## config.mk

```make
export PLATFORM = sky130hd
export DESIGN_NAME = memory_access_unit
export DESIGN_NICKNAME = d
export VERILOG_FILES = /design/src/rtl/memory_access_unit.sv
export SDC_FILE = /design/constraint.sdc
export NUM_CORES = 1
export LEC_CHECK = 0
export CAP_MARGIN = 20
export CORE_MARGIN = 3
export CORE_UTILIZATION = 25
export CTS_BUF_LIST = sky130_fd_sc_hd__clkbuf_4 sky130_fd_sc_hd__clkbuf_8 sky130_fd_sc_hd__clkbuf_16
export DETAILED_ROUTE_END_ITERATION = 7
export GPL_ROUTABILITY_DRIVEN = 0
export HOLD_SLACK_MARGIN = 0.05
export PLACE_DENSITY = 0.52
export SYNTH_ARGS = -nofsm -noshare
export SYNTH_HDL_FRONTEND = slang
export SYNTH_SLANG_ARGS = --single-unit
```

## constraint.sdc

```tcl
create_clock -name clk -period 4.5 [get_ports clk]
set_input_delay 0.45 -clock clk [delete_from_list [all_inputs] [get_ports clk]]
set_output_delay 0.45 -clock clk [all_outputs]
set_load 0.05 [all_outputs]
```

## src/rtl/memory_access_unit.sv

```systemverilog
// memory_access_unit: load/store initiator between the MEM stage and a word-wide memory.
// Byte/half/word loads and stores become aligned word accesses. Sub-word stores use
// read-modify-write. Load data is extracted and sign- or zero-extended.
// Optional feature macro: MAU_ROM_GUARD_EN. When defined, stores into the ROM region
// (address[31:ROM_ADDR_BITS] == 0) fault without touching memory.
module memory_access_unit #(
  parameter int ROM_ADDR_BITS = 11
) (
  input  logic        clk,
  input  logic        reset,
  input  logic        start,
  input  logic        isStore,
  input  logic [2:0]  funct3,
  input  logic [31:0] address,
  input  logic [31:0] storeData,
  output logic        busy,
  output logic        done,
  output logic [31:0] loadData,
  output logic        misaligned,
  output logic        accessFault,
  output logic [31:0] memAddress,
  output logic        memReadEnable,
  output logic        memWriteEnable,
  output logic [31:0] memWriteData,
  input  logic [31:0] memReadData
);

`ifdef MAU_ROM_GUARD_EN
  localparam logic ROM_GUARD = 1'b1;
`else
  localparam logic ROM_GUARD = 1'b0;
`endif

  typedef enum logic [1:0] {
    S_IDLE  = 2'd0,
    S_READ  = 2'd1,
    S_WRITE = 2'd2,
    S_DONE  = 2'd3
  } state_t;

  state_t      state_r;
  state_t      next_state_s;

  logic        is_store_r;
  logic [2:0]  funct3_r;
  logic [31:0] addr_r;
  logic [31:0] store_data_r;
  logic [31:0] rdata_r;
  logic [31:0] load_data_r;
  logic        misaligned_r;
  logic        fault_r;

  logic        legal_s;
  logic        align_err_s;
  logic        req_misaligned_s;
  logic        rom_region_s;
  logic        req_fault_s;

  // Pick the addressed lane of a word and extend it according to the load size.
  function automatic logic [31:0] extract_load(input logic [31:0] word,
                                               input logic [2:0]  f3,
                                               input logic [1:0]  off);
    logic [31:0] shifted;
    shifted = word >> {off, 3'b000};
    case (f3)
      3'b000:  extract_load = {{24{shifted[7]}}, shifted[7:0]};
      3'b100:  extract_load = {24'd0, shifted[7:0]};
      3'b001:  extract_load = {{16{shifted[15]}}, shifted[15:0]};
      3'b101:  extract_load = {16'd0, shifted[15:0]};
      default: extract_load = word;
    endcase
  endfunction

  // Replace the addressed byte/half lane of the captured word; full words pass through.
  function automatic logic [31:0] merge_store(input logic [31:0] word,
                                              input logic [31:0] sdata,
                                              input logic [2:0]  f3,
                                              input logic [1:0]  off);
    logic [31:0] result;
    result = word;
    case (f3)
      3'b000: result[{off, 3'b000} +: 8] = sdata[7:0];
      3'b001: begin
        if (off[1]) begin
          result[31:16] = sdata[15:0];
        end else begin
          result[15:0] = sdata[15:0];
        end
      end
      default: result = sdata;
    endcase
    merge_store = result;
  endfunction

  // Classify the incoming request: legal size code, alignment and ROM-region store.
  always_comb begin
    legal_s = 1'b0;
    case (funct3)
      3'b000, 3'b001, 3'b010: legal_s = 1'b1;
      3'b100, 3'b101:         legal_s = ~isStore;
      default:                legal_s = 1'b0;
    endcase
    align_err_s = 1'b0;
    case (funct3[1:0])
      2'b01:   align_err_s = address[0];
      2'b10:   align_err_s = |address[1:0];
      default: align_err_s = 1'b0;
    endcase
    req_misaligned_s = ~legal_s | align_err_s;
    rom_region_s     = (address >> ROM_ADDR_BITS) == 32'd0;
    req_fault_s      = ROM_GUARD & isStore & ~req_misaligned_s & rom_region_s;
  end

  // State register; reset aborts any access in flight.
  always_ff @(posedge clk or posedge reset) begin
    if (reset) begin
      state_r <= S_IDLE;
    end else begin
      state_r <= next_state_s;
    end
  end

  // Next-state logic: faults skip memory, SW writes directly, SB/SH read first.
  always_comb begin
    next_state_s = state_r;
    case (state_r)
      S_IDLE: begin
        if (start) begin
          if (req_misaligned_s || req_fault_s) begin
            next_state_s = S_DONE;
          end else if (!isStore) begin
            next_state_s = S_READ;
          end else if (funct3 == 3'b010) begin
            next_state_s = S_WRITE;
          end else begin
            next_state_s = S_READ;
          end
        end else begin
          next_state_s = S_IDLE;
        end
      end
      S_READ: begin
        if (is_store_r) begin
          next_state_s = S_WRITE;
        end else begin
          next_state_s = S_DONE;
        end
      end
      S_WRITE: next_state_s = S_DONE;
      S_DONE:  next_state_s = S_IDLE;
      default: next_state_s = S_IDLE;
    endcase
  end

  // Request latch, read-word capture and load result update.
  always_ff @(posedge clk or posedge reset) begin
    if (reset) begin
      is_store_r   <= 1'b0;
      funct3_r     <= 3'd0;
      addr_r       <= 32'd0;
      store_data_r <= 32'd0;
      rdata_r      <= 32'd0;
      load_data_r  <= 32'd0;
      misaligned_r <= 1'b0;
      fault_r      <= 1'b0;
    end else begin
      if (state_r == S_IDLE && start) begin
        is_store_r   <= isStore;
        funct3_r     <= funct3;
        addr_r       <= address;
        store_data_r <= storeData;
        misaligned_r <= req_misaligned_s;
        fault_r      <= req_fault_s;
      end
      if (state_r == S_READ) begin
        rdata_r <= memReadData;
        if (!is_store_r) begin
          load_data_r <= extract_load(memReadData, funct3_r, addr_r[1:0]);
        end
      end
    end
  end

  // Output decode from the current state; bus signals are quiet outside READ/WRITE.
  always_comb begin
    busy           = (state_r != S_IDLE);
    done           = (state_r == S_DONE);
    memReadEnable  = (state_r == S_READ);
    memWriteEnable = (state_r == S_WRITE);
    loadData       = load_data_r;
    misaligned     = done & misaligned_r;
    accessFault    = done & fault_r & ROM_GUARD;
    if (state_r == S_READ || state_r == S_WRITE) begin
      memAddress = {addr_r[31:2], 2'b00};
    end else begin
      memAddress = 32'd0;
    end
    if (state_r == S_WRITE) begin
      memWriteData = merge_store(rdata_r, store_data_r, funct3_r, addr_r[1:0]);
    end else begin
      memWriteData = 32'd0;
    end
  end

endmodule

```

Word level (Yosys, flattened, before mapping)
Index checks and enable logic that the tools add are counted.

word-level totals
  register bits = 135
  input bits = 103
  output and inout bits = 102
  word-level logic and storage cells = 54

operators by class
  $add $sub $neg = 1
  eq/ne operators = 12
  shifts and indexed selects = 3
  mux-type cells = 15
  bitwise gates (word level) = 5
  reduce and logical (&&, ||, !) cells = 10

operators by type and width
  kind                    number
  $pmux 32 s4             1
  $mux 32                 2
  $pmux 32 s2             1
  $bwmux 32               1
  $mux 16                 2
  $shift 8x7->32 const A  1
  $shiftx 8x7->32         1
  $shr 32x5->16           1
  $eq 3x3->1 const B      4
  $mux 2                  4
  $pmux 2 s4              1
  $neg 5->7               1
  $eq 2x2->1 const B      3
  $eq 3x1->1 const B      2
  $logic_not 3->1         2
  $eq 2x1->1 const B      2
  $pmux 1 s2              2
  $reduce_or 2->1         2
  $eq 3x2->1 const B      1
  $not 1->1               3
  $reduce_or 3->1         1
  $logic_not 2->1         1
  $reduce_and 2->1        1
  $reduce_bool 2->1       1
  5 further kinds         5

Logic depth before layout (Yosys ltp)
Gate-level depths: netlist of run 1.

  depth after elaboration = 8
  gate-level depth with buffers = 8

Worst setup path before layout of run 1
No wires, ideal clock.

  path kind = register -> output
  start point = register addr_r[0]
  end point = output port memWriteData[10]
  arrival time = 2.547 ns
  slack = 1.503 ns
  stages on the path, launching flop included = 8
  path buffers = 1
  path through = dfrtp_1 -> buf_4 -> inv_1 -> ha_1 -> inv_1 -> nor4_4 -> nand2_1 -> a31oi_1

between the ends
  cells in the longest elaborated chain, start to end = 5

RTL lines
  element                                                   line  text
  from (decl)                                               46    logic [31:0] addr_r;
  from (signal assigned)                                    170   addr_r <= address;
  $neg 5->7 (*)                                             82    3'b000: result[{off, 3'b000} +: 8] = sdata[7:0];
  $shiftx 8x7->32 / $shift 8x7->32 (equally long branches)  82
  $bwmux 32 (*)                                             82
  $pmux 32 s2 (*)                                           81    case (f3)
  $mux 32 (*)                                               198   if (state_r == S_WRITE) begin
  to (decl)                                                 24    output logic [31:0] memWriteData,

Every way passes the cells marked *; elsewhere a longest branch is shown, timed or not.

Worst setup path in the final report of run 1
  start point = register funct3_r[0]
  end point = output port memWriteData[28]

between the ends
  cells in the longest elaborated chain, start to end = 3

RTL lines
  element                                               line  text
  from (decl)                                           45    logic [2:0] funct3_r;
  from (signal assigned)                                169   funct3_r <= funct3;
  $eq 3x1->1 / $logic_not 3->1 (equally long branches)  81
  $pmux 32 s2 (*)                                       81
  $mux 32 (*)                                           198

Marked as above.

==> flow_metrics.py, run 1 <==
metrics = {
    "drt": {
        "routedWlPerCell_um": 19.8,
        "dr_total_vias": 5702,
        "wirelength_um": 24000,
        "routed_via_density": 4.71,
        "dr.pass1.iters": 5,
        "detailedRoute.firstIterationViolations": 234,
        "drt.antenna.violating_nets": 0,
        "drcViolationCount": 0,
    },
    "timing": {
        "tightest_slew_ns": 1.01,
        "setup-tns-final_ns": 0,
        "period_needed_ns": 3.83,
        "smallest_setup_slack_after_layout_ns": 0.675,
        "timing.final.max_slew_violations": 0,
        "finalClockSkew_ns": 0.00517,
        "achievable-frequency_mhz": 261,
        "period_share": 0.850,
        "rsz_0062_raised_after_global_routing": "false",
        "timing_hold_violations_final": 0,
        "worst_slew_margin_rel": 0.328,
        "setup_violations": 0,
    },
    "grt": {
        "track_usage": 0.160,
        "grt_max_degree": 83,
        "grt_antenna_before_repair": 0,
        "grt_pass1_vias": 5994,
        "globalRouteOverflowTotal": 0,
        "first_pass_grt_wire_length_um": 37000,
    },
    "synthesis": {
        "synth_instances": 641,
        "synth.cells.most_frequent": "135 x sky130_fd_sc_hd__dfrtp_1, 98 x sky130_fd_sc_hd__mux2_2, 67 x sky130_fd_sc_hd__nand2_1, 38 x sky130_fd_sc_hd__o21ai_0, 36 x sky130_fd_sc_hd__a21oi_1",
        "synth_most_common_cell": "sky130_fd_sc_hd__dfrtp_1",
        "ys_types": 46,
        "ys.warnings.count": 0,
        "async_reset_ff_frac": 1.00,
        "edff_count_synth": 0,
        "post_synth_instance_area_sq_um": 6940,
        "post_synth_main_area_contributors": "sky130_fd_sc_hd__dfrtp_1 49%, sky130_fd_sc_hd__mux2_2 16%, sky130_fd_sc_hd__nand2_1 3.6%, sky130_fd_sc_hd__and2_1 3.0%, sky130_fd_sc_hd__o21ai_0 2.7%",
        "number_of_synthesized_register_bits": 135,
        "synth_sequential_area_ratio": 0.486,
        "postSynthAreaPerCell_sq_um": 10.8,
        "synth_top_flop_cell": "sky130_fd_sc_hd__dfrtp_1",
        "share_of_the_synthesized_area_in_the_top_cell_type": 0.486,
        "synth.largest_area_cell": "sky130_fd_sc_hd__dfrtp_1",
    },
    "cts": {
        "clock-root-buffer": "sky130_fd_sc_hd__clkbuf_16",
        "tritoncts_clock_tree": "done",
        "post_cts_resize_count": 0,
        "post_cts_buffers": 0,
        "clock_tree.buffer_depth": 2,
        "cts_buffers": 17,
        "cts.sinks": 135,
        "cts_max_level": 4,
        "worst_setup_hold_path_clk_slew_ns": 0.06,
        "insertion_delay_of_the_later_clocked_pin_in_the_worst_skew_pair_ns": 0.42,
        "cts_hold_repair.buffers": 0,
    },
    "finish": {
        "nets": 942,
        "diodes": 0,
        "area_growth_pct": 42.2,
        "finish.cell_count_without_fillers": 1211,
        "drive_above_1_share": 0.184,
        "layout.cell_area.non_filler_sq_um": 9880,
    },
    "worst_setup_path": {
        "worst_setup_path_endpoint": "memWriteData[28]",
        "cells_traversed_along_the_worst_timing_path": "and2_1 -> a21oi_1 -> a221oi_1 -> a21oi_1 -> clkdlybuf4s50_1",
        "required_ns": 4.05,
        "cp.buffers_inverters": 1,
        "crit_path_start_kind": "register",
        "cp-end-kind": "primary output",
        "timing.critical_path.arrival_ns": 3.38,
        "worst_r2r_path_depth": 7,
        "critical-path-slowest-cell": "sky130_fd_sc_hd__clkdlybuf4s50_1",
        "crit_type": "register to primary output",
        "max_stage_delay_ns": 0.72,
        "cp_top_family": "compound AO/OA/AOI/OAI gates",
        "timing.critical_path.from": "funct3_r[0]$_DFFE_PP0P_",
        "critical_path_peak_fanout": 18,
        "r2r_start": "state_r[1]$_DFF_PP0_",
        "critical_path_depth": 5,
        "r2r_setup_slack_ns": 2.34,
        "worst_path_most_repeated_cell": "sky130_fd_sc_hd__a21oi_1",
        "r2r-end": "loadData[11]$_DFFE_PP0P_",
    },
    "place": {
        "place.detailed.hpwl_um": 17600,
        "io_buffer_count": 201,
        "dpl_cell_area_sq_um": 9290,
        "placed_cells_incl_taps": 1179,
        "placement.setup.worst_slack_ns": 1.11,
    },
    "power_and_ir_drop": {
        "worst_ir_drop_vdd_mv": 0.417,
        "power.leakage_nw": 3.96,
        "power.density_cell_area_nw_per_um2": 916,
        "finalPower_mw": 9.05,
    },
    "floorplanning": {
        "design.core.area_sq_um": 27100,
        "core.rowCount": 60,
        "vertical_die_dimension_um": 173,
        "die_area_sq_um": 29800,
        "floorplan.die.width_um": 173,
        "pin_count": 205,
        "initial_core_utilization": 0.256,
    },
    "hold_path": {
        "hp-start": "misaligned_r$_DFFE_PP0P_",
        "hold_path.class": "register to register",
    },
    "flow_run": {
        "drv_cap": 0,
    },
    "run_status": {
        "run_status": "finished, final reports clean",
    },
}
==> power breakdown <==
part	internal (mW)	leakage [nW]	switching (mW)
sequential	1.83	1.61	0.456
clock	0.825	0.272	0.579
combinational	1.96	2.08	3.40
total	4.61	3.96	4.43
==> layer usage <==
metal  track usage  share of wire
met5             0              0
met4        0.0507          0.022
met3        0.0639          0.087
met2         0.256           0.47
met1         0.199           0.42
==> cell usage in the layout, fill, tap and decap left out, types with 11 or more instances in the layout <==
cell type	netlist	final
sky130_fd_sc_hd__inv_1	14	13
sky130_fd_sc_hd__ha_1	13	13
sky130_fd_sc_hd__a21oi_1	36	36
sky130_fd_sc_hd__dfrtp_1	135	135
sky130_fd_sc_hd__nand3_1	30	30
sky130_fd_sc_hd__mux2_2	98	98
sky130_fd_sc_hd__nand2_1	67	66
sky130_fd_sc_hd__and2_1	33	33
sky130_fd_sc_hd__mux2i_1	17	17
sky130_fd_sc_hd__a31oi_1	11	11
sky130_fd_sc_hd__clkdlybuf4s50_1	0	201
sky130_fd_sc_hd__nor2_1	12	12
sky130_fd_sc_hd__o21ai_0	38	38
sky130_fd_sc_hd__clkbuf_16	0	17
==> area by class of cell <==
class                           count  area [sq um]
Clock buffer                       18           433
Sequential cell                   135          3380
Multi-Input combinational cell    447          3300
Fill cell                        2731         17200
Inverter                           14          57.6
Clock inverter                     14           151
Timing Repair Buffer              211          2090
Tap cell                          372           465
==> registers in the layout, summed over array words and instances (netlist names) <==
signal / flops
loadData: 32
rdata_r: 32
addr_r: 32
misaligned_r: 1
store_data_r: 32
funct3_r: 3
is_store_r: 1
state_r: 2
==> logic make-up after synthesis <==
logic type	synth area share
buffers and inverters	0.0400
other	0.000540
flip-flops	0.486
AND/OR/NAND/NOR	0.129
AO/OA/AOI/OAI	0.135
multiplexers	0.185
adder cells (fa/ha/maj)	0.0234
==> worst min path at each step <==
stage          depth (start not counted)  slack [ns]                  endpoint
2_1_floorplan                          2        0.44  misaligned_r$_DFFE_PP0P_
3_3_place_gp                           2        0.46   loadData[6]$_DFFE_PP0P_
3_5_place_dp                           2        0.48   loadData[2]$_DFFE_PP0P_
4_1_cts                                2        0.49   loadData[2]$_DFFE_PP0P_
5_1_grt                                2        0.50   loadData[6]$_DFFE_PP0P_
6_report                               2        0.49  misaligned_r$_DFFE_PP0P_
==> worst min-delay path, stage by stage (launching register included) <==
cell and delay, ns:
sky130_fd_sc_hd__dfrtp_1 0.35, sky130_fd_sc_hd__nand2_1 0.05, sky130_fd_sc_hd__o21ai_0 0.06
==> stage by stage <==
| stage | hold WS (ns) | util |
|---|---|---|
| floorplan | 0.442 | - |
| detailed placement | 0.478 | 0.343 |
| global placement | 0.464 | 0.343 |
| finish | 0.486 | 0.364 |
| CTS | 0.491 | 0.364 |
| global route | 0.505 | 0.364 |
(Power assumes the default switching activity.)
==> run 2, diff against run 1 <==
==> constraint.sdc (replaced) <==
create_clock -name clk -period 4.5 [get_ports clk]
set_input_delay 0.9 -clock clk [delete_from_list [all_inputs] [get_ports clk]]
set_output_delay 0.9 -clock clk [all_outputs]
set_load 0.05 [all_outputs]
==> flow_metrics.py, run 2 (synthesized netlist as in run 1, its figures left out) <==
metrics = {
    "run_status": {
        "run_status": "finished, final reports clean",
    },
    "finish": {
        "drive_above_1_share": 0.223,
        "final_core_util": 0.366,
        "layout.cell_area.non_filler_sq_um": 9920,
        "commonest_non_fill_non_tap_cells_in_the_layout": "169 x sky130_fd_sc_hd__clkdlybuf4s50_1, 135 x sky130_fd_sc_hd__dfrtp_1, 98 x sky130_fd_sc_hd__mux2_2",
        "commonest_non_fill_non_tap_cell_in_the_layout": "sky130_fd_sc_hd__clkdlybuf4s50_1",
        "register_cell_area_after_layout_sq_um": 3380,
        "fillerInstances": 2747,
        "area_growth_pct": 42.9,
        "diodes": 0,
        "multi_input_area_sq_um": 3300,
        "nets": 943,
    },
    "grt": {
        "grt_antenna_before_repair": 2,
        "first_pass_grt_wire_length_um": 36200,
        "grt_max_degree": 73,
        "track_usage": 0.157,
        "globalRouteOverflowTotal": 0,
        "grt_pass1_vias": 6044,
    },
    "timing": {
        "setup_violations": 0,
        "timing.final.max_slew_violations": 0,
        "period_share": 0.815,
        "period_needed_ns": 3.67,
        "tightest_slew_ns": 1.02,
        "smallest_setup_slack_after_layout_ns": 0.833,
        "achievable-frequency_mhz": 273,
        "worst_slew_margin_rel": 0.320,
        "finalClockSkew_ns": 0.00715,
        "setup-tns-final_ns": 0,
        "timing_hold_violations_final": 0,
        "rsz_0062_raised_after_global_routing": "false",
    },
    "cts": {
        "cts_max_level": 4,
        "clock-root-buffer": "sky130_fd_sc_hd__clkbuf_16",
        "cts.sinks": 135,
        "insertion_delay_of_the_later_clocked_pin_in_the_worst_skew_pair_ns": 0.42,
        "cts_hold_repair.buffers": 0,
        "post_cts_buffers": 0,
        "post_cts_resize_count": 0,
        "cts_buffers": 17,
        "tritoncts_clock_tree": "done",
        "worst_setup_hold_path_clk_slew_ns": 0.06,
        "clock_tree.buffer_depth": 2,
    },
    "floorplanning": {
        "initial_core_utilization": 0.256,
        "die_area_sq_um": 29800,
        "vertical_die_dimension_um": 173,
        "design.core.area_sq_um": 27100,
        "floorplan.die.width_um": 173,
        "core.rowCount": 60,
        "pin_count": 205,
    },
    "place": {
        "place.detailed.hpwl_um": 17300,
        "placement.setup.worst_slack_ns": 1.20,
        "dpl_cell_area_sq_um": 9340,
        "io_buffer_count": 201,
    },
    "drt": {
        "dr.pass1.iters": 4,
        "detailedRoute.firstIterationViolations": 280,
        "routed_via_density": 4.67,
        "dr_total_vias": 5664,
        "routedWlPerCell_um": 19.4,
        "drcViolationCount": 0,
        "drt.antenna.violating_nets": 0,
        "wirelength_um": 23500,
    },
    "worst_setup_path": {
        "critical_path_peak_fanout": 31,
        "cp-end-kind": "primary output",
        "required_ns": 3.60,
        "crit_path_start_kind": "register",
        "crit_type": "register to primary output",
        "timing.critical_path.arrival_ns": 2.77,
    },
    "power_and_ir_drop": {
        "power.density_cell_area_nw_per_um2": 912,
        "finalPower_mw": 9.05,
        "power.leakage_nw": 4.05,
        "worst_ir_drop_vdd_mv": 0.552,
    },
    "flow_run": {
        "drv_cap": 0,
    },
    "hold_path": {
        "hold_path.class": "register to register",
    },
}
## run 2: changes by cell type in the layout (fill, tap and decap cells not counted)
cell,previous run,this run
sky130_fd_sc_hd__buf_12,0,10
sky130_fd_sc_hd__buf_4,10,33
sky130_fd_sc_hd__clkbuf_8,0,1
sky130_fd_sc_hd__clkdlybuf4s50_1,201,169
sky130_fd_sc_hd__clkinv_2,2,5
sky130_fd_sc_hd__clkinv_4,3,1
sky130_fd_sc_hd__clkinvlp_4,5,6
sky130_fd_sc_hd__inv_6,3,0
## run 2: cell type report
cell class | count | share of cell area
Tap cell | 372 | 0.0469
Inverter | 14 | 0.00568
Clock buffer | 19 | 0.0450
Timing Repair Buffer | 212 | 0.216
Multi-Input combinational cell | 447 | 0.333
Sequential cell | 135 | 0.341
Clock inverter | 13 | 0.0132
## run 2: critical path, stage by stage (launching register included)
cell and delay, ns:
sky130_fd_sc_hd__dfrtp_1 0.37, sky130_fd_sc_hd__inv_1 0.08, sky130_fd_sc_hd__ha_1 0.82, sky130_fd_sc_hd__and2_1 0.25, sky130_fd_sc_hd__clkdlybuf4s50_1 0.82
## run 2: per-layer routing
metal  routed length (um)  track usage
met2                10900        0.252
met4                  235       0.0321
met5                   27            0
met3                 2120       0.0650
met1                10100        0.200
## run 2: stage by stage
| step | instances | hold slack [ns] |
|---|---|---|
| finish | 1212 | 0.469 |
| detailed placement | 1180 | 0.465 |
| CTS | 1212 | 0.479 |
| global route | 1212 | 0.490 |
| global placement | 1180 | 0.460 |
| floorplan | 643 | 0.442 |
## run 2: final timing paths
check | cells after the start | slack [ns] | end | startpoint
max | 4 | 0.83 | memAddress[30] | state_r[0]$_DFF_PP0_
min | 2 | 0.47 | misaligned_r$_DFFE_PP0P_ | misaligned_r$_DFFE_PP0P_
max reg2reg | 7 | 1.90 | loadData[23]$_DFFE_PP0P_ | state_r[1]$_DFF_PP0_
min reg2reg | 2 | 0.47 | misaligned_r$_DFFE_PP0P_ | misaligned_r$_DFFE_PP0P_
max in group asynchronous | 3 | 2.65 | is_store_r$_DFFE_PP0P_ | reset
min in group asynchronous | 2 | 1.03 | state_r[0]$_DFF_PP0_ | reset
## run 2: power breakdown
group	internal, mW	switching (mW)	total, mW
Combinational	1.99	3.40	5.40
Clock	0.831	0.554	1.38
Sequential	1.83	0.439	2.27
Total	4.66	4.40	9.05
==> run 3, diff against run 2 <==
- PLACE_DENSITY: 0.52 -> 0.53
- clock period: 4.5 -> 2.95 ns (I/O delays scaled with it)
==> flow_metrics.py, run 3 (synthesized netlist as in run 1, its figures left out) <==
metrics = {
    "grt": {
        "grt_pass1_vias": 6076,
        "globalRouteOverflowTotal": 0,
        "grt_antenna_before_repair": 4,
        "first_pass_grt_wire_length_um": 38000,
        "grt_max_degree": 88,
        "track_usage": 0.164,
    },
    "finish": {
        "diodes": 0,
        "area_growth_pct": 53.0,
        "final_core_util": 0.392,
        "nets": 958,
        "layout.cell_area.non_filler_sq_um": 10600,
        "drive_above_1_share": 0.320,
        "commonest_non_fill_non_tap_cell_in_the_layout": "sky130_fd_sc_hd__clkdlybuf4s50_1",
        "commonest_non_fill_non_tap_cells_in_the_layout": "137 x sky130_fd_sc_hd__clkdlybuf4s50_1, 135 x sky130_fd_sc_hd__dfrtp_1, 98 x sky130_fd_sc_hd__mux2_2",
    },
    "drt": {
        "routedWlPerCell_um": 20.2,
        "detailedRoute.firstIterationViolations": 308,
        "dr.pass1.iters": 5,
        "wirelength_um": 24700,
        "routed_via_density": 4.78,
        "dr_total_vias": 5867,
        "drcViolationCount": 0,
        "drt.antenna.violating_nets": 0,
    },
    "worst_setup_path": {
        "r2r_setup_slack_ns": 1.00,
        "crit_path_start_kind": "register",
        "timing.critical_path.arrival_ns": 2.30,
        "critical_path_peak_fanout": 21,
        "required_ns": 2.36,
        "crit_type": "register to primary output",
        "cp-end-kind": "primary output",
    },
    "timing": {
        "tightest_slew_ns": 0.562,
        "finalClockSkew_ns": 0.00717,
        "period_share": 0.980,
        "setup_violations": 0,
        "period_needed_ns": 2.89,
        "timing_hold_violations_final": 0,
        "timing.final.max_slew_violations": 0,
        "rsz_0062_raised_after_global_routing": "true",
        "achievable-frequency_mhz": 346,
        "worst_slew_margin_rel": 0.623,
    },
    "power_and_ir_drop": {
        "power.leakage_nw": 4.32,
        "worst_ir_drop_vdd_mv": 0.655,
        "power.density_cell_area_nw_per_um2": 1420,
        "finalPower_mw": 15.0,
    },
    "hold_path": {
        "hold_path.class": "register to register",
    },
    "cts": {
        "cts_buffers": 17,
        "insertion_delay_of_the_later_clocked_pin_in_the_worst_skew_pair_ns": 0.42,
        "cts_max_level": 4,
        "cts.sinks": 135,
        "worst_setup_hold_path_clk_slew_ns": 0.06,
        "clock_tree.buffer_depth": 2,
        "tritoncts_clock_tree": "done",
        "cts_hold_repair.buffers": 0,
        "clock-root-buffer": "sky130_fd_sc_hd__clkbuf_16",
    },
    "floorplanning": {
        "initial_core_utilization": 0.256,
        "vertical_die_dimension_um": 173,
        "die_area_sq_um": 29800,
        "pin_count": 205,
        "floorplan.die.width_um": 173,
        "core.rowCount": 60,
        "design.core.area_sq_um": 27100,
    },
    "flow_run": {
        "drv_cap": 0,
    },
    "place": {
        "dpl_cell_area_sq_um": 9770,
        "place.detailed.hpwl_um": 18200,
        "io_buffer_count": 201,
    },
    "run_status": {
        "run_status": "finished, final reports clean",
    },
}
run 3: changes by cell type in the layout (fill, tap and decap cells not counted), sizes merged:
cell | before | now
buf | 43 | 90
bufinv | 2 | 5
clkbuf | 19 | 20
clkdlybuf4s50 | 169 | 137
clkinv | 6 | 4
clkinvlp | 6 | 3
inv | 13 | 14
run 3: final cells by class:
class,instances,area [sq um]
Fill cell,2687,16500
Tap cell,372,465
Sequential cell,135,3380
Multi-Input combinational cell,447,3520
Clock inverter,12,198
Clock buffer,20,460
Inverter,14,56.3
Timing Repair Buffer,227,2550
run 3: where the power goes:
part	total (mW)	switching [mW]	leakage [nW]	internal, mW
clock	2.40	0.845	0.320	1.55
combinational	9.16	5.58	2.39	3.58
sequential	3.47	0.676	1.61	2.80
total	15.0	7.10	4.32	7.93
run 3: critical path, stage by stage, from the launching register on:
cell	delay [ns]
sky130_fd_sc_hd__dfrtp_1	0.42
sky130_fd_sc_hd__buf_12	0.21
sky130_fd_sc_hd__ha_1	0.17
sky130_fd_sc_hd__nand2b_1	0.11
sky130_fd_sc_hd__nor4_4	0.35
sky130_fd_sc_hd__buf_12	0.17
sky130_fd_sc_hd__nand2_1	0.09
sky130_fd_sc_hd__a31oi_4	0.20
sky130_fd_sc_hd__buf_12	0.16
run 3: final timing paths:
check / endpoint / startpoint / depth (start not counted)
setup / recovery: memWriteData[10] / addr_r[0]$_DFFE_PP0P_ / 8
hold / removal: loadData[6]$_DFFE_PP0P_ / loadData[6]$_DFFE_PP0P_ / 2
setup reg to reg: loadData[23]$_DFFE_PP0P_ / addr_r[1]$_DFFE_PP0P_ / 5
hold reg to reg: loadData[6]$_DFFE_PP0P_ / loadData[6]$_DFFE_PP0P_ / 2
max in group asynchronous: loadData[1]$_DFFE_PP0P_ / reset / 3
min in group asynchronous: loadData[19]$_DFFE_PP0P_ / reset / 2
run 3: routing by layer:
layer	share of wire	global-route usage	vias to the layer above
li1	-	-	2705
met1	0.43	0.214	2892
met2	0.46	0.256	225
met3	0.086	0.0661	37
met4	0.018	0.0399	8
met5	0.0016	0	-
run 3: repair_timing:
| action | 4_1_cts | 5_1_grt |
|---|---|---|
| setup buffers | 4 | 1 |
| setup endpoints to repair | 29 | 32 |
| pin swaps | 3 | 9 |
| gates resized for setup | 7 | 24 |
run 3: per-stage QoR:
stage	hold WS, ns	setup TNS [ns]	cells	setup WS [ns]
5_1_grt	0.504	-0.250	1227	-0.0418
3_3_place_gp	0.466	0	1190	0.155
3_5_place_dp	0.469	0	1190	0.0758
2_1_floorplan	0.442	0	643	0.0477
4_1_cts	0.487	0	1226	0.000824
6_report	0.483	0	1227	0.0585
==> variant 1 (config.mk and constraints of run 1) <==
Put a register stage on the output `loadData`, cleared by the reset. The value now appears one clock later. The other outputs are not delayed to match.
--- a/src/rtl/memory_access_unit.sv
+++ b/src/rtl/memory_access_unit.sv
@@ -38,6 +38,8 @@
     S_DONE  = 2'd3
   } state_t;
 
+  logic [31:0] loadData_d;
+
   state_t      state_r;
   state_t      next_state_s;
 
@@ -187,7 +189,7 @@
     done           = (state_r == S_DONE);
     memReadEnable  = (state_r == S_READ);
     memWriteEnable = (state_r == S_WRITE);
-    loadData       = load_data_r;
+    loadData_d     = load_data_r;
     misaligned     = done & misaligned_r;
     accessFault    = done & fault_r & ROM_GUARD;
     if (state_r == S_READ || state_r == S_WRITE) begin
@@ -202,5 +204,13 @@
     end
   end
 
+  always_ff @(posedge clk or posedge reset) begin
+    if (reset) begin
+      loadData <= '0;
+    end else begin
+      loadData <= loadData_d;
+    end
+  end
+
 endmodule
 
Behaviour: not the same (Yosys sat finds a counterexample within 4 cycles, from zero or initial values and one cycle with reset high).
==> variant 1 against run 1 <==
- area after synthesis grew 11%
- power grew 8.6%
- maximum frequency grew 0.40%
- sequential cell count grew 32
- clock power grew 4%
- cell area grew 8.1%
- sequential share of layout area grew 4.9 points
- setup slack gained 0.015 ns
- sequential power grew 23%
- routed wire length grew 2.2%
- hold slack lost 0.11 ns
- largest power group unchanged
- highest routed layer unchanged
==> variant 1: results (changes against run 1) <==
status=complete, no violations; Multi-input gate area=3281 sq um (-0.68%); Worst Hold Launch=loadData_d[1]; layout cells sized above 1=19.67% (+1.3 points); first-pass GRT wire length=37,540 um (+1.4%); Non-CTS buffers=212 (+0.47%); sequential power=2.82 mW (+23%); Via density=4.712 (about the same); clk sinks=167 (+24%); Clock-cell share=5.471% (-0.45 points); Worst Path Max Fanout=23 (+5); syn_area_per_cell=12.02 sq um (+11%); Distinct cells, synth=48 (+4.3%); Clk pwr share=14.9% (-0.6 points); maximum number of pins on one net before global-route repair=168 (+100%); total power after layout=9.828 mW (+8.6%); multi-input logic cell count=423 (-5.4%); drt total wl=24,550 um (+2.2%); RR Startpoint=state_r[0]; R2R Path End=addr_r[4]; Worst Hold Endpoint=loadData[1]; Die Width=181.7 um (+5.2%); CP max stage delay=0.83 ns (+0.11 ns); Max-slew headroom=37.16% (+4.3 points); Post-synth top cells=dfrtp_1, mux2_2, nand2_1; Inverters excl. clock=10 (-4); average wire per standard cell=19.90 um (+0.26%); FF-to-FF path depth=5 (-2); hold slack=0.3739 ns (-0.1125 ns); hold depth=0 (-2); sequential fraction of the synthesis area=54.18% (+5.5 points); VDD IR-drop max=0.4500 mV (+7.9%); setup ws final=0.6899 ns (+0.01517 ns); gr usage total=14.86% (-1.2 points); Leak=4.292 nW (+8.5%); placed insts=1,202 (+2.0%); hpwl dp=17,910 um (+1.8%); sequential share of cell area=39.13% (+4.9 points); fill count=3,028 (+11%); Int Pwr=5.105 mW (+11%)
==> variant 1: cell count changes after synthesis, moves of 11 or more <==
cell     before  now
dfrtp_1     135  167
buf_2        15    4
nor2_1       12   27
nor2b_1       2   19
nand2_1      67   44
nand3_1      30    0
==> variant 1: cells by family (layout without fill, tap and decap cells) <==
logic type,count (synthesis),count (layout),share of synthesized area [%]
simple gates,142,142,10.01
mux,109,109,15.73
other cells,1,3,0.04862
xor+xnor,1,1,0.1136
compound gates,155,155,14.39
buf+inv,54,254,3.422
flops,167,167,54.18
fa+ha+maj,13,13,2.109
==> variant 1: per-layer routing <==
metal,vias up,track usage (%),part of all wire (%)
li1,2683,-,-
met1,2893,19.86,45
met2,208,22.39,44
met3,30,5.629,8.3
met4,0,4.479,2.3
met5,-,0,0
==> variant 1: worst max-delay path: cells and delay by family, from the launching register on <==
kind	cells	cell delay [ns]
AND/OR/NAND/NOR	1	0.17
flip-flops	1	0.83
buffers and inverters	2	1.16
AO/OA/AOI/OAI	2	0.78
==> variant 2 (flow settings as in run 1) <==
Made on the original files. Build with the macro `MAU_ROM_GUARD_EN` defined.
--- a/src/rtl/memory_access_unit.sv
+++ b/src/rtl/memory_access_unit.sv
@@ -3,6 +3,8 @@
 // read-modify-write. Load data is extracted and sign- or zero-extended.
 // Optional feature macro: MAU_ROM_GUARD_EN. When defined, stores into the ROM region
 // (address[31:ROM_ADDR_BITS] == 0) fault without touching memory.
+`define MAU_ROM_GUARD_EN
+
 module memory_access_unit #(
   parameter int ROM_ADDR_BITS = 11
 ) (
Function: changed (Yosys sat finds a counterexample within 4 cycles, from zero or initial values and one cycle with reset high).
==> variant 2 against run 1 <==
- sequential cell count grew 1
- sequential share of layout area shrank 0.74 points
- largest power group unchanged
- critical path type unchanged
- count of clock-buffer cells in the layout grew 1
- routed wire length grew 2.9%
- clock skew grew 0.0059 ns
- power grew 4.4%
- cell area grew 3.0%
- setup slack gained 0.14 ns
- first-iteration DRC count grew 47%
- area after synthesis grew 2.9%
==> variant 2: results (changes against run 1) <==
status=complete, no violations; M1 WL=11,130 um (+9.1%); gr usage total=16.25% (+0.21 points); Max Used Layer=met4; Root Driver=clkbuf_16; Post-synth top cells=dfrtp_1, mux2_2, nand2_1; Post-CTS Resized=0 (unchanged); sequential fraction of the synthesis area=47.62% (-1.0 points); Worst Path Max Fanout=34 (+16); drt total wl=24,730 um (+2.9%); area fraction in compound gates after synthesis=16.89% (+3.4 points); WL met2=11,140 um (-0.73%); Nets=954 (+1.3%); mux contribution to synthesized area=18.80% (+0.26 points); Pwr per Cell Area=929.3 nW/um^2 (+1.4%); Vias=5,800 (+1.7%); hpwl dp=18,220 um (+3.6%); initial antenna violation count=0 (unchanged); Distinct cells, synth=47 (+2.2%); worst clock skew=0.01103 ns (+0.005861 ns); CP top delay family=simple AND/OR/NAND/NOR gates; VDD IR-drop max=0.5327 mV (+28%); first-pass detailed-route iteration total=4 (-1); Clk pwr share=14.5% (-1.0 points); NetSw=4.575 mW (+3.2%); Arr. time, crit path=3.24 ns (-0.14 ns); first-pass GRT wire length=37,950 um (+2.5%); Tcrit/Tclk final=81.96% (-3.0 points); R2R Setup Slk=2.05 ns (-0.29 ns); layout cells sized above 1=19.15% (+0.80 points); metal3 WL=2156 um (+3.3%); CP max stage delay=0.86 ns (+0.14 ns); initial drt markers=345 (+47%); grt met1 use=21.49% (+1.6 points); Clock Pin Slew Worst Setup and Hold Paths=0.06 ns (about the same); GR Util met2=25.52% (-0.12 points); Leak=4.120 nW (+4.1%); PortBufs=202 (+0.50%); maximum number of pins on one net before global-route repair=90 (+8.4%); Crit-path slowest cell=clkdlybuf4s50_1; number of global-route vias before repair=6,053 (+0.98%); part of the power in registers=24.3% (-1.0 points); largest cells by area after synthesis=dfrtp_1, mux2_2, mux2i_1, nand2_1, and2_1; Synth Area in Adders=2.276% (-0.066 points); hold crit path type=reg -> reg; clock buffer depth=2 (unchanged); Max-slew headroom=38.24% (+5.4 points); met3 Track Usage GR=5.650% (-0.74 points); DP Worst Slack=1.258 ns (+0.1524 ns)
variant 2: through the flow:
| step | cells | cell area (sq um) | hold slack (ns) |
|---|---|---|---|
| after floorplan | 655 | 7151 | 0.4424 |
| after global placement | 1197 | 9598 | 0.4652 |
| after detailed placement | 1197 | 9598 | 0.4717 |
| after CTS | 1229 | 10170 | 0.4854 |
| after global routing | 1229 | 10170 | 0.5138 |
| final | 1229 | 10170 | 0.4752 |
variant 2: final cells by class:
type	count	area [sq um]
Inverter	12	50.05
Clock buffer	19	446.7
Fill cell	2846	17840
Tap cell	378	473.0
Sequential cell	136	3403
Clock inverter	13	123.9
Timing Repair Buffer	215	2187
Multi-Input combinational cell	456	3485
variant 2: final timing paths:
check,start,cells past startpoint,end
setup reg to reg,state_r[1],7,loadData[15]
hold / removal,loadData[4],2,loadData[4]
hold reg to reg,loadData[4],2,loadData[4]
setup / recovery,funct3_r[2],5,memWriteData[15]
min in group asynchronous,reset,2,loadData[31]
max in group asynchronous,reset,3,store_data_r[18]
